--- src/rtl/mem_access_ctrl.sv ---
// MAR/MDR holder and single-outstanding memory handshake controller.
// Completion is signalled by a one-cycle R strobe; a per-access timeout sets a sticky error.
module mem_access_ctrl #(
    parameter int ADDR_W   = 16,
    parameter int DATA_W   = 16,
    parameter int MAX_WAIT = 15
) (
    input  logic              clk,
    input  logic              rst,
    input  logic [DATA_W-1:0] Bus,
    input  logic              ldMAR,
    input  logic              ldMDR,
    input  logic              memEN,
    input  logic              memWE,
    output logic [ADDR_W-1:0] MAROut,
    output logic [DATA_W-1:0] MDROut,
    output logic [ADDR_W-1:0] memAddr,
    output logic [DATA_W-1:0] memDataOut,
    input  logic [DATA_W-1:0] memDataIn,
    output logic              memReq,
    output logic              memWr,
    input  logic              memAck,
    output logic              R,
    output logic              busy,
    output logic              memErr
);
    localparam int CNT_W = $clog2(MAX_WAIT + 1);
    localparam logic [CNT_W-1:0] LAST = CNT_W'(MAX_WAIT - 1);

    typedef enum logic [1:0] {IDLE, REQ, DONE} state_t;

    state_t             state, stateNext;
    logic [ADDR_W-1:0]  mar, marNext, pendMar, pendMarNext;
    logic [DATA_W-1:0]  mdr, mdrNext, pendMdr, pendMdrNext;
    logic               pendMarVld, pendMarVldNext, pendMdrVld, pendMdrVldNext;
    logic [CNT_W-1:0]   waitCnt, cntNext;
    logic               wrReg, wrNext, errReg, errNext;

    always_ff @(posedge clk) begin
        if (rst) begin
            state      <= IDLE;
            mar        <= '0;
            mdr        <= '0;
            pendMar    <= '0;
            pendMdr    <= '0;
            pendMarVld <= 1'b0;
            pendMdrVld <= 1'b0;
            waitCnt    <= '0;
            wrReg      <= 1'b0;
            errReg     <= 1'b0;
        end else begin
            state      <= stateNext;
            mar        <= marNext;
            mdr        <= mdrNext;
            pendMar    <= pendMarNext;
            pendMdr    <= pendMdrNext;
            pendMarVld <= pendMarVldNext;
            pendMdrVld <= pendMdrVldNext;
            waitCnt    <= cntNext;
            wrReg      <= wrNext;
            errReg     <= errNext;
        end
    end

    always_comb begin
        stateNext      = state;
        marNext        = mar;
        mdrNext        = mdr;
        pendMarNext    = pendMar;
        pendMdrNext    = pendMdr;
        pendMarVldNext = pendMarVld;
        pendMdrVldNext = pendMdrVld;
        cntNext        = waitCnt;
        wrNext         = wrReg;
        errNext        = errReg;
        case (state)
            IDLE: begin
                if (ldMAR) marNext = Bus[ADDR_W-1:0];
                if (ldMDR) mdrNext = Bus;
                if (memEN) begin
                    // Loads coinciding with a start are parked and applied once the access retires,
                    // so the access sees the pre-edge MAR (and MDR for writes).
                    marNext   = mar;
                    wrNext    = memWE;
                    cntNext   = '0;
                    stateNext = REQ;
                    if (ldMAR) begin
                        pendMarNext    = Bus[ADDR_W-1:0];
                        pendMarVldNext = 1'b1;
                    end
                    if (ldMDR && memWE) begin
                        mdrNext        = mdr;
                        pendMdrNext    = Bus;
                        pendMdrVldNext = 1'b1;
                    end
                end
            end
            REQ: begin
                if (memAck) begin
                    if (!wrReg) mdrNext = memDataIn;
                    stateNext = DONE;
                end else if (waitCnt == LAST) begin
                    errNext   = 1'b1;
                    stateNext = DONE;
                end else begin
                    cntNext = waitCnt + CNT_W'(1);
                end
            end
            DONE: begin
                stateNext = IDLE;
                if (pendMarVld) marNext = pendMar;
                if (pendMdrVld) mdrNext = pendMdr;
                pendMarVldNext = 1'b0;
                pendMdrVldNext = 1'b0;
            end
            default: stateNext = IDLE;
        endcase
    end

    assign MAROut     = mar;
    assign MDROut     = mdr;
    assign memAddr    = mar;
    assign memDataOut = mdr;
    assign memReq     = (state == REQ);
    assign R          = (state == DONE);
    assign busy       = (state != IDLE);
    assign memWr      = wrReg;
    assign memErr     = errReg;
endmodule

--- config.mk ---
export PLATFORM = sky130hd
export DESIGN_NAME = mem_access_ctrl
export DESIGN_NICKNAME = d
export VERILOG_FILES = /design/src/rtl/mem_access_ctrl.sv
export SDC_FILE = /design/constraint.sdc
export NUM_CORES = 1
export LEC_CHECK = 0
export ABC_AREA = 1
export BUFFER_PORTS_ARGS = -buffer_cell sky130_fd_sc_hd__buf_2
export CORE_AREA = 4 4 109 111
export DETAILED_ROUTE_END_ITERATION = 12
export DIE_AREA = 0 0 113 115
export PLACE_DENSITY = 0.62
export SLEW_MARGIN = 25
export SYNTH_ARGS = -nofsm -noshare
export SYNTH_HDL_FRONTEND = slang
export SYNTH_SLANG_ARGS = --single-unit
--- constraint.sdc ---
create_clock -name clk -period 3.2 [get_ports clk]
set_input_delay 0.48 -clock clk [delete_from_list [all_inputs] [get_ports clk]]
set_output_delay 0.48 -clock clk [all_outputs]
set_load 0.005 [all_outputs]
Word level (Yosys, flattened, before mapping). Index checks and enable logic that the tools add are counted.

Register bits: 74. Input port bits: 39. Output and inout port bits: 69.

Add/sub/neg operators: 1. Equality and inequality tests: 15. Muxes and demuxes: 25. Bitwise logic cells: 1. Reductions and logical operators: 16.

Operators by type and width (number): two-way mux 16 bit (9); one-hot mux 16 bit (3 select lines) (1); one-hot mux 16 bit (2 select lines) (1); AND reduction 3 bit (5); inequality test 2 bit (second input constant) (7); two-way mux 4 bit (3); one-hot mux 4 bit (2 select lines) (1); AND reduction 4 bit (2); two-way mux 2 bit (3); inequality test 2 x 1 -> 1 bit (second input constant) (3); nonzero test 2 bit (3); AND reduction 5 bit (1); adder 4 x 1 -> 4 bit (second input constant) (1); equality test 4 bit (second input constant) (1); two-way mux 1 bit (4); one-hot mux 1 bit (2 select lines) (2); one-hot mux 2 bit (2 select lines) (1); AND reduction 2 bit (2); inequality test 3 x 1 -> 1 bit (second input constant) (1); inequality test 3 bit (second input constant) (1); nonzero test 3 bit (1); equality test 2 x 1 -> 1 bit (second input constant) (1); equality test 2 bit (second input constant) (1); logical NOT 2 bit (1); other kinds (2) (2).

Longest topological paths before layout.
Depth after elaboration: 4. Mapped depth: 11. Gate-level depth less buffers: 9.

Least setup slack after synthesis. No wires, ideal clock.

Path type: register to register. Start: register state[0]. End: register mdr[10] (netlist: MDROut[10]). Setup time: 0.064 ns. Arrival: 1.527 ns. Slack: 1.609 ns. Cell stages (with the launch flop): 11. Path buffers: 2. Path through: dfxtp_1 inv_1 ha_1 buf_2 inv_2 nor2_2 o21bai_1 nor2_4 buf_6 nor2_1 nor2_1.

Word-level cells in the longest chain between the ends: 3. Elaborated cells between the ends (all ways): 10. Those cells by class: eq/ne (6); mux (1); reduce/logical (3).

Ends and longest elaborated chain: start, declared (line 32) `state_t state, stateNext;`; start signal, assigned (line 52) `state <= stateNext;`; equality test 2 bit *; net R (line 23) `output logic R,`; inequality test 2 x 1 -> 1 bit (no source line) or nonzero test 3 bit (tied branches); AND reduction 5 bit (no source line); end signal, assigned (line 54) `mdr <= mdrNext;`; end, declared (line 34) `logic [DATA_W-1:0] mdr, mdrNext, pendMdr, pendMdrNext;`.

Mark *: on every way through the listed nets, which the timed path passes. The rest lies on a longest branch. A chain may end at the register's enable or synchronous reset.

Final worst setup path.
Start: register state[1]. End: register mdr[15] (netlist: MDROut[15]).

Word-level cells in the longest chain between the ends: 3. Elaborated cells between the ends (all ways): 10. Those cells by class: eq/ne (6); mux (1); reduce/logical (3).

Ends and longest elaborated chain: equality test 2 x 1 -> 1 bit (tied with other cells) (line 76) `case (state)`; inequality test 2 bit (no source line) (tied with other cells); AND reduction 5 bit (no source line).

Several ways; a longest one is shown, not always the timed one.

==> results by group <==
Status
  – Status: finished clean

Clock network
  – Clk_lat worst skew: 0.35 ns
  – CTS tree: built
  – H-Tree Depth: 3
  – CTS Sinks: 74
  – Total CTS buffers: 9
  – Reg clk slew, reported paths: 0.08 ns
  – Postcts setup bufs: 0
  – Clk root buf: clkbuf_8
  – Post-CTS Hold Fix Bufs: 0
  – CTS Buffer Depth: 2
  – Post_cts resized: 0

Die
  – Die height: roughly 120 µm
  – Initial Utilization: a little over a third
  – # IOs: 108
  – Std cell rows: 38
  – Die ar.: about 13000 µm²
  – Core ar.: 10800 µm²
  – Die Width: 113 µm

Place
  – Port Buffers: roughly 110
  – RePlAce Congestion: 0.799
  – Hpwl dp: roughly 7000 µm

Run
  – Max_cap viols: 0

Synth
  – Post-synthesis cell type count: 25
  – Mapped cell area: 3750 µm²
  – Seq/Total Area, Yosys: 39.5%
  – Most used flip-flop cell after synthesis: dfxtp_1
  – Mapped Cells: approximately 560
  – Avg Synthesized Cell Area: 6.74 µm²
  – Top-count cell post-synth: nand2_1
  – Post-synth top cells: nand2_1, nor2_1, dfxtp_1
  – Post-synth EDFFs: 0
  – Asr flop ratio synth: 0%
  – Mapped Nets: 602
  – Post-synthesis sequential element count: 74
  – Top cells by area, synth: dfxtp_1, nand2_1, nor2_1, a21oi_1, buf_4
  – Synth warn: 0
  – Cell taking the most area after synthesis: dfxtp_1
  – Yosys top cell area share: 39.5%

Critical path
  – Kind of critical path: register to register
  – Startpoint types: register
  – Critical path fanouts, max: 22
  – Flop2flop setup slack: 0.90 ns
  – Worst EP required: 3.45 ns
  – CP Capture Type: register
  – CP arrival: between 2 and 3 ns

Global route
  – GRT overflow: 0
  – Largest net degree at the start of global routing: 50
  – GRT Resource Usage Total: approximately 15%
  – Met1 Usage GRT: 20.8%
  – Vias in the first global route: 3263
  – Met2 usage: 23.3%
  – Met3 Usage GRT: 3.00%
  – Initial antenna violation count: 0
  – First-pass GRT wire length: 15600 µm
  – GRT busiest layer: met2

Timing
  – RSZ-0062 raised after global routing: false
  – Final setup TNS: 0 ns
  – Post-route minimum period: around 2.3 ns
  – Final Hold Viols: 0
  – Fmax: 434 MHz
  – Clock Skews: around 0.0078 ns
  – Slew of the pin with the lowest slew margin: a little under 0.9 ns
  – Slew margin rel.: ~40%
  – Setup violators final: 0
  – Slew Viols, Final: 0
  – Final Cycle Share: 71.9%

Detailed routing
  – DRC viols: 0
  – DR iter-0 viols: ~320
  – Vias per cell: 4.61
  – Pre-Repair DR Iteration Count: 5
  – Average wire per standard cell: around 13 µm
  – Via count: 3521
  – Drt total wl: 9800 µm
  – DRT antenna net count: 0

Layout
  – Area growth syn-to-layout: 14.9%
  – Ant diodes: 0
  – Share of cells above drive strength 1: between 20% and 30%
  – Final nets: about 670
  – Filler cells: 1136

Power
  – Pwr dens: 589 nW/µm²
  – PnR Total Power: 0.00254 W
  – Leakage power: 2.19 nW
  – Maximum VDD drop: 0.195 mV

Hold path
  – HP Class: primary input to register
where the power goes:
| group | total, W | switching (W) | leakage (nW) | internal, W |
|---|---|---|---|---|
| Sequential | 0.00111 | 0.0000729 | 0.608 | 0.00104 |
| Clock | 0.000685 | 0.000359 | 0.0859 | 0.000326 |
| Combinational | 0.000739 | 0.000452 | 1.49 | 0.000287 |
| Total | 0.00254 | 0.000883 | 2.19 | 0.00165 |
logic make-up (layout without fill, tap and decap cells):
family	Yosys count	in the layout	share of synthesized area, %
compound gates	113	113	15.3
buf+inv	108	176	15.0
simple gates	254	254	27.8
flops	74	74	39.5
fa+ha+maj	7	7	2.34
layout by cell type (no fill, tap or decap):
cell,n
nand2_1,118
buf_2,107
nor2_1,104
dfxtp_1,74
a21oi_1,73
inv_1,43
o21ai_0,37
nand3_1,22
clkbuf_8,11
buf_4,7
ha_1,6
inv_2,2
nor2_2,2
nor2_4,2
clkinvlp_4,2
clkbuf_1,2
clkinv_1,1
nand3_4,1
o21bai_1,1
nand2_2,1
nand3b_1,1
nor2_8,1
a21oi_2,1
o21a_1,1
nand4_1,1
nor3b_1,1
ha_2,1
clkinv_4,1
state kept, by name, summed over array words and instances (netlist names):
register    flops
MAROut         16
MDROut         16
memErr          1
memWr           1
pendMar        16
pendMarVld      1
pendMdr        16
pendMdrVld      1
state           2
waitCnt         4
path summary, 6_finish.rpt:
path	start	depth (start not counted)	end
setup / recovery	state[1]	10	MDROut[15]
hold / removal	rst	2	state[0]
setup reg to reg	state[1]	10	MDROut[15]
hold reg to reg	pendMar[8]	2	pendMar[8]
critical path: stages, from the launching register on:
cell	delay, ns
dfxtp_1	0.34
inv_1	0.12
ha_1	0.16
buf_4	0.26
inv_1	0.16
nand3_1	0.13
nand2_1	0.07
nor2_2	0.55
nand3_1	0.24
nand2_1	0.12
nor2_1	0.04
per-layer routing:
metal,share of wire [%],vias up
met5,0,-
li1,-,1844
met4,1.3,0
met1,48,1549
met2,44,118
met3,7.2,10
layout make-up:
class                           count  area [µm²]  area share (%)
Inverter                           46         173            4.01
Clock inverter                      3        23.8           0.552
Multi-Input combinational cell    374        1710            39.6
Tap cell                          140         175            4.07
Clock buffer                       13         159            3.69
Sequential cell                    74        1480            34.4
Timing Repair Buffer              114         588            13.7
per-stage QoR:
step	setup WS [ns]	hold slack, ns	cells	utilization, %	area, µm²
4_1_cts	0.922	0.352	764	39.9	4310
3_5_place_dp	0.949	0.437	748	38.2	4130
5_1_grt	0.719	0.380	764	39.9	4310
3_3_place_gp	0.969	0.431	748	38.2	4130
2_1_floorplan	1.61	0.424	556	-	3750
6_report	0.898	0.369	764	39.9	4310
Power figures use the tool's default switching activity.
